`src/rtl/pcie_csr_responder.sv`:
```
// PCIe feature CSR responder: DFH, scratchpad, status and testpad.
// Optional build macro PCIE_CSR_FLR_CNT_EN adds the FLR counter.
module pcie_csr_responder #(
  parameter int          ADDR_W          = 16,
  parameter logic [63:0] DFH_VALUE       = 64'h3000000010000020,
  parameter int          FLR_HOLD_CYCLES = 16
) (
  input  logic              clk,
  input  logic              rst,
  input  logic              csr_req_valid,
  output logic              csr_req_ready,
  input  logic              csr_req_write,
  input  logic [ADDR_W-1:0] csr_req_addr,
  input  logic [63:0]       csr_req_wdata,
  input  logic [7:0]        csr_req_be,
  output logic              csr_rsp_valid,
  input  logic              csr_rsp_ready,
  output logic [63:0]       csr_rsp_data,
  output logic              csr_rsp_error,
  input  logic              flr_req,
  output logic              flr_ack
);

  typedef enum logic [2:0] {
    S_IDLE,
    S_DRAIN,
    S_CLEAR,
    S_HOLD,
    S_ACK
  } flr_state_e;

  localparam logic [ADDR_W-1:0] OFF_DFH = ADDR_W'(8'h00);
  localparam logic [ADDR_W-1:0] OFF_SCR = ADDR_W'(8'h08);
  localparam logic [ADDR_W-1:0] OFF_STS = ADDR_W'(8'h10);
  localparam logic [ADDR_W-1:0] OFF_TPD = ADDR_W'(8'h28);
  localparam logic [15:0] HOLD_LAST = 16'(FLR_HOLD_CYCLES - 1);

  flr_state_e  state_q;
  logic [15:0] hold_cnt_q;
  logic        flr_ack_q;
  logic        rsp_valid_q;
  logic [63:0] rsp_data_q;
  logic        rsp_error_q;
  logic [63:0] scratch_q, scratch_d;
  logic [63:0] testpad_q, testpad_d;
  logic [15:0] flr_cnt;

  logic        wr_acc, rd_acc;
  logic        hit_dfh, hit_scr, hit_sts, hit_tpd;
  logic [63:0] rd_data, status;
  logic        rd_err;

  // Offset bits [2:0] select bytes within a qword and are ignored.
  logic unused_addr_lsb;
  assign unused_addr_lsb = ^csr_req_addr[2:0];

  assign csr_req_ready = !rsp_valid_q && (state_q == S_IDLE);
  assign wr_acc = csr_req_valid && csr_req_ready && csr_req_write;
  assign rd_acc = csr_req_valid && csr_req_ready && !csr_req_write;

  assign hit_dfh = csr_req_addr[ADDR_W-1:3] == OFF_DFH[ADDR_W-1:3];
  assign hit_scr = csr_req_addr[ADDR_W-1:3] == OFF_SCR[ADDR_W-1:3];
  assign hit_sts = csr_req_addr[ADDR_W-1:3] == OFF_STS[ADDR_W-1:3];
  assign hit_tpd = csr_req_addr[ADDR_W-1:3] == OFF_TPD[ADDR_W-1:3];

  assign csr_rsp_valid = rsp_valid_q;
  assign csr_rsp_data  = rsp_data_q;
  assign csr_rsp_error = rsp_error_q;
  assign flr_ack       = flr_ack_q;
  assign status        = {48'd0, flr_cnt};

  function automatic logic [63:0] merge_be(
    input logic [63:0] old_v,
    input logic [63:0] new_v,
    input logic [7:0]  be
  );
    logic [63:0] r;
    r = old_v;
    for (int i = 0; i < 8; i++) begin
      if (be[i]) r[i*8 +: 8] = new_v[i*8 +: 8];
    end
    return r;
  endfunction

  // Read mux; unmapped offsets flag an error with zero data.
  always_comb begin
    rd_data = '0;
    rd_err  = 1'b0;
    unique case (1'b1)
      hit_dfh: rd_data = DFH_VALUE;
      hit_scr: rd_data = scratch_q;
      hit_sts: rd_data = status;
      hit_tpd: rd_data = testpad_q;
      default: rd_err  = 1'b1;
    endcase
  end

  // Next-state for the RW registers; scratchpad is wiped by FLR.
  always_comb begin
    scratch_d = scratch_q;
    testpad_d = testpad_q;
    if (state_q == S_CLEAR) begin
      scratch_d = '0;
    end else if (wr_acc && hit_scr) begin
      scratch_d = merge_be(scratch_q, csr_req_wdata, csr_req_be);
    end
    if (wr_acc && hit_tpd) begin
      testpad_d = merge_be(testpad_q, csr_req_wdata, csr_req_be);
    end
  end

  // RW register storage.
  always_ff @(posedge clk or posedge rst) begin
    if (rst) begin
      scratch_q <= '0;
      testpad_q <= '0;
    end else begin
      scratch_q <= scratch_d;
      testpad_q <= testpad_d;
    end
  end

`ifdef PCIE_CSR_FLR_CNT_EN
  logic [15:0] flr_cnt_q;
  assign flr_cnt = flr_cnt_q;

  // Saturating count of completed FLR clear phases.
  always_ff @(posedge clk or posedge rst) begin
    if (rst) begin
      flr_cnt_q <= '0;
    end else if (state_q == S_CLEAR && flr_cnt_q != 16'hFFFF) begin
      flr_cnt_q <= flr_cnt_q + 16'd1;
    end
  end
`else
  assign flr_cnt = '0;
`endif

  // Single outstanding read response, held until consumed.
  always_ff @(posedge clk or posedge rst) begin
    if (rst) begin
      rsp_valid_q <= 1'b0;
      rsp_data_q  <= '0;
      rsp_error_q <= 1'b0;
    end else if (rd_acc) begin
      rsp_valid_q <= 1'b1;
      rsp_data_q  <= rd_data;
      rsp_error_q <= rd_err;
    end else if (rsp_valid_q && csr_rsp_ready) begin
      rsp_valid_q <= 1'b0;
    end
  end

  // FLR sequencer: drain, clear, hold, then a one-cycle ack.
  always_ff @(posedge clk or posedge rst) begin
    if (rst) begin
      state_q    <= S_IDLE;
      hold_cnt_q <= '0;
      flr_ack_q  <= 1'b0;
    end else begin
      flr_ack_q <= 1'b0;
      unique case (state_q)
        S_IDLE: begin
          if (flr_req) state_q <= S_DRAIN;
        end
        S_DRAIN: begin
          if (!rsp_valid_q) state_q <= S_CLEAR;
        end
        S_CLEAR: begin
          hold_cnt_q <= '0;
          state_q    <= S_HOLD;
        end
        S_HOLD: begin
          if (hold_cnt_q == HOLD_LAST) begin
            state_q   <= S_ACK;
            flr_ack_q <= 1'b1;
          end else begin
            hold_cnt_q <= hold_cnt_q + 16'd1;
          end
        end
        S_ACK: begin
          state_q <= S_IDLE;
        end
        default: state_q <= S_IDLE;
      endcase
    end
  end

endmodule

```
`config.mk`:
```
export PLATFORM = sky130hd
export DESIGN_NAME = pcie_csr_responder
export DESIGN_NICKNAME = d
export VERILOG_FILES = /design/src/rtl/pcie_csr_responder.sv
export SDC_FILE = /design/constraint.sdc
export NUM_CORES = 1
export LEC_CHECK = 0
export ABC_AREA = 1
export BUFFER_PORTS_ARGS = -buffer_cell sky130_fd_sc_hd__clkbuf_2
export CAP_MARGIN = 20
export CORE_ASPECT_RATIO = 1.4
export CORE_MARGIN = 2
export CORE_UTILIZATION = 45
export CTS_BUF_LIST = sky130_fd_sc_hd__clkbuf_4 sky130_fd_sc_hd__clkbuf_8 sky130_fd_sc_hd__clkbuf_16
export CTS_CLUSTER_SIZE = 28
export DETAILED_ROUTE_END_ITERATION = 7
export PLACE_DENSITY = 0.68
export SYNTH_ARGS = -nofsm -noshare
export SYNTH_HDL_FRONTEND = slang
export SYNTH_SLANG_ARGS = --single-unit
```
`constraint.sdc`:
```
create_clock -name clk -period 5.95 [get_ports clk]
set_input_delay 0.2975 -clock clk [delete_from_list [all_inputs] [get_ports clk]]
set_output_delay 0.2975 -clock clk [all_outputs]
set_load 0.01 [all_outputs]
```
==> impl_metrics.env <==
export IMPL_max_freq_mhz=336
export IMPL_hold_viol=0
export IMPL_pwr_share_comb_pct=16.7
export IMPL_dpl_cell_count=1743
export IMPL_ff2ff_path_depth=9
export IMPL_areaGrowthSynthToFinish_pct=18.7
export IMPL_tightestPinTransition_ns=0.948
export IMPL_first_pass_iters=5
export IMPL_arrival_ns=3.37
export IMPL_dieArea_um2=24200
export IMPL_floorplan_initialDensity_pct=45.8
export IMPL_worst_hold_path_type="in -> reg"
export IMPL_clk_path_buf_depth=3
export IMPL_cts_tree="built"
export IMPL_power_share_sequential_pct=42.7
export IMPL_slew_violations=0
export IMPL_final_core_util_pct=54.3
export IMPL_crit_required_ns=6.34
export IMPL_fillers=2161
export IMPL_p_per_area_nw_per_um2=308
export IMPL_switchingPower_mw=1.12
export IMPL_cts_clk_slew_worst_paths_ns=0.07
export IMPL_cts_root_buf="clkbuf_16"
export IMPL_clock_sinks=214
export IMPL_finalNonFillerCells=1798
export IMPL_syn_avg_cell_area_um2=7.82
export IMPL_syn_cell_area_um2=10300
export IMPL_regToRegStartpoint="state_q[0]$_DFFE_PP0P_"
export IMPL_report_final_setup_viol=0
export IMPL_min_to="testpad_q[13]$_DFFE_PP0P_"
export IMPL_grt_max_degree=113
export IMPL_ys_ff_latch=214
export IMPL_nets=1574
export IMPL_grt_overflow_total=0
export IMPL_fin_tns_setup_ns=0
export IMPL_clkLatencyLatePin_ns=0.50
export IMPL_path_max_fanout=42
export IMPL_synth_top_area_share_pct=51.9
export IMPL_fin_crit_sh_pct=50.1
export IMPL_synth_edf_count=0
export IMPL_clkPwrFrac_pct=40.6
export IMPL_grtUsageTotal_pct=21.7
export IMPL_startpoint_type="flip-flop"
export IMPL_swShare_pct=29.8
export IMPL_synth_area_leader_cell="dfrtp_1"
export IMPL_min_path_cells=3
export IMPL_synth_cell_types=29
export IMPL_drt_iter0_markers=649
export IMPL_ant_nets=0
export IMPL_synthFlopType="dfrtp_1"
export IMPL_worstReg2RegEnd="scratch_q[14]$_DFFE_PP0P_"
export IMPL_worstSetupPathType="reg -> reg"
export IMPL_min_from="csr_req_wdata[13]"
export IMPL_maxCapViolations=0
export IMPL_yosys_warnings=0
export IMPL_syn_nets=1414
export IMPL_syn_inst=1319
export IMPL_htree_num_levels=1
export IMPL_period_minus_slack_ns=2.98
export IMPL_synth_async_reset_ratio_pct=100
export IMPL_grt_pass1_vias=8599
export IMPL_hpwl_um=16800
export IMPL_fp_dieH_um=183
export IMPL_yosysMostFrequentCell="nand2_1"
export IMPL_dieWidth_um=132
export IMPL_grt_pass1_wl_um=43100
export IMPL_drt_vias_per_instance=4.90
export IMPL_clock_skew_ns=0.0105
export IMPL_peakVddDrop_v=0.000168
export IMPL_drc=0
export IMPL_r2r_setup_slack_ns=2.97
export IMPL_p_int_mw=2.64
export IMPL_portBuffers=158
export IMPL_grt_antenna_before_repair=2
export IMPL_core_area_um2=22500
export IMPL_grt_setup_unrepaired="false"
export IMPL_num_vias=8812
export IMPL_synth_commonest_cells="nand2_1 (740), dfrtp_1 (214), nand3_1 (123)"
export IMPL_synthTopCellsByArea="dfrtp_1 (52%), nand2_1 (27%), nand3_1 (6.0%)"
export IMPL_drive_above_1_share_pct=17.3
export IMPL_gp_congestion=0.898
export IMPL_rows=65
export IMPL_end_kind="flip-flop"
export IMPL_io_pins=162
export IMPL_slew_headroom_pct=36.7
export IMPL_ys_seq_area_share_pct=51.9
export IMPL_leakage_nw=7.13
export IMPL_post_drt_wl_per_cell_um=14.4
export IMPL_status="finished, final reports clean"
export IMPL_cts_resized=0
export IMPL_cts_buffers=22
export IMPL_wirelength_um=25900
-- per-stage QoR --
step,hold slack [ns],power (mW),setup slack [ns],instance area (µm²)
2_1_floorplan,0.394,2.09,2.87,10300
3_3_place_gp,0.302,2.25,3.00,11300
3_5_place_dp,0.295,2.26,2.96,11300
4_1_cts,0.0000336,3.81,2.93,12200
5_1_grt,0.00567,3.95,2.71,12200
6_report,0.00913,3.77,2.97,12200
-- critical path, stage by stage (launching register included) --
cell,delay [ns]
dfrtp_1,0.45
nor2_4,0.20
inv_2,0.07
nor2_4,0.53
inv_2,0.49
buf_4,0.42
nand2_1,0.32
nand2_2,0.19
nand2_1,0.10
nand2_1,0.06
-- area by class of cell --
class,count,area (µm²),share of cell area [%]
tap,301,377,3.08
multi-input combinational,988,4410,36.1
inverter,74,282,2.30
sequential,214,5360,43.7
clock buffer,34,708,5.79
antenna,2,5.00,0.0409
timing repair buffer,179,993,8.12
clock inverter,6,108,0.879
-- metal layers --
| layer | track usage, % | vias to the layer above | share of wire (%) |
|---|---|---|---|
| met5 | 0 | - | 0 |
| met4 | 6.48 | 0 | 2.4 |
| met3 | 3.54 | 43 | 5.6 |
| met2 | 37.9 | 238 | 49 |
| met1 | 27.8 | 4122 | 43 |
| li1 | - | 4409 | - |
-- state kept, by name (all words and copies together), names as in the netlist --
| register | count |
|---|---|
| state_q | 3 |
| csr_rsp_valid | 1 |
| csr_rsp_error | 1 |
| flr_ack | 1 |
| hold_cnt_q | 16 |
| csr_rsp_data | 64 |
| scratch_q | 64 |
| testpad_q | 64 |
-- cells by family (layout without fill, tap and decap cells) --
kind of cell / count (synthesis) / in the layout / synth area share (%)
compound gates: 6 / 6 / 0.291
flops: 214 / 214 / 51.9
simple gates: 976 / 976 / 41.9
other cells: 0 / 2 / 0
buf+inv: 117 / 293 / 5.35
fa+ha+maj: 1 / 1 / 0.121
xor+xnor: 5 / 5 / 0.425
-- power groups by stage --
stage	Sequential, mW	Combinational, mW	Clock (mW)
floorplan	1.62	0.472	0
global placement	1.63	0.620	0
detailed placement	1.63	0.629	0
CTS	1.61	0.640	1.56
global route	1.62	0.713	1.62
finish	1.61	0.628	1.53
-- how the worst max path moves through the flow --
stage / startpoint / to / slack, ns / depth (start not counted)
after global placement: state_q[0]$_DFFE_PP0P_ / scratch_q[10]$_DFFE_PP0P_ / 3.00 / 9
final: state_q[0]$_DFFE_PP0P_ / scratch_q[14]$_DFFE_PP0P_ / 2.97 / 9
after CTS: state_q[0]$_DFFE_PP0P_ / scratch_q[14]$_DFFE_PP0P_ / 2.93 / 9
after global routing: state_q[0]$_DFFE_PP0P_ / scratch_q[14]$_DFFE_PP0P_ / 2.71 / 9
after detailed placement: state_q[0]$_DFFE_PP0P_ / scratch_q[8]$_DFFE_PP0P_ / 2.96 / 9
after floorplan: rst / csr_rsp_data[0]$_DFFE_PP0P_ / 2.87 / 1
-- placed cells by master, fill, tap and decap left out --
cell             n
clkbuf_8         8
dlygate4sd3_1   13
nand2_8          1
dfrtp_1        214
clkbuf_4         3
buf_12           1
clkbuf_2       158
nor2_4           9
clkinv_2         2
nand4_4          1
nand3_4         11
nand3_1        123
nand2_2          6
clkinvlp_4       2
nand4_1         14
inv_2            7
nand2_4          1
inv_1           65
nor2_8           9
buf_4            7
bufinv_16        3
ha_1             1
nor2_1          42
clkinv_1         1
clkbuf_16       23
o21ai_0          2
nand3b_1         2
nor3_1          10
xor2_1           5
diode_2          2
nand3_2          4
nor2_2           3
o21ai_1          4
nand2_1        740
-- timing repair --
item	in CTS	in global routing
buffers inserted	0	0
hold endpoints to repair	29	0
hold buffers	13	0
Note: power is estimated with default switching activity, not from simulation.
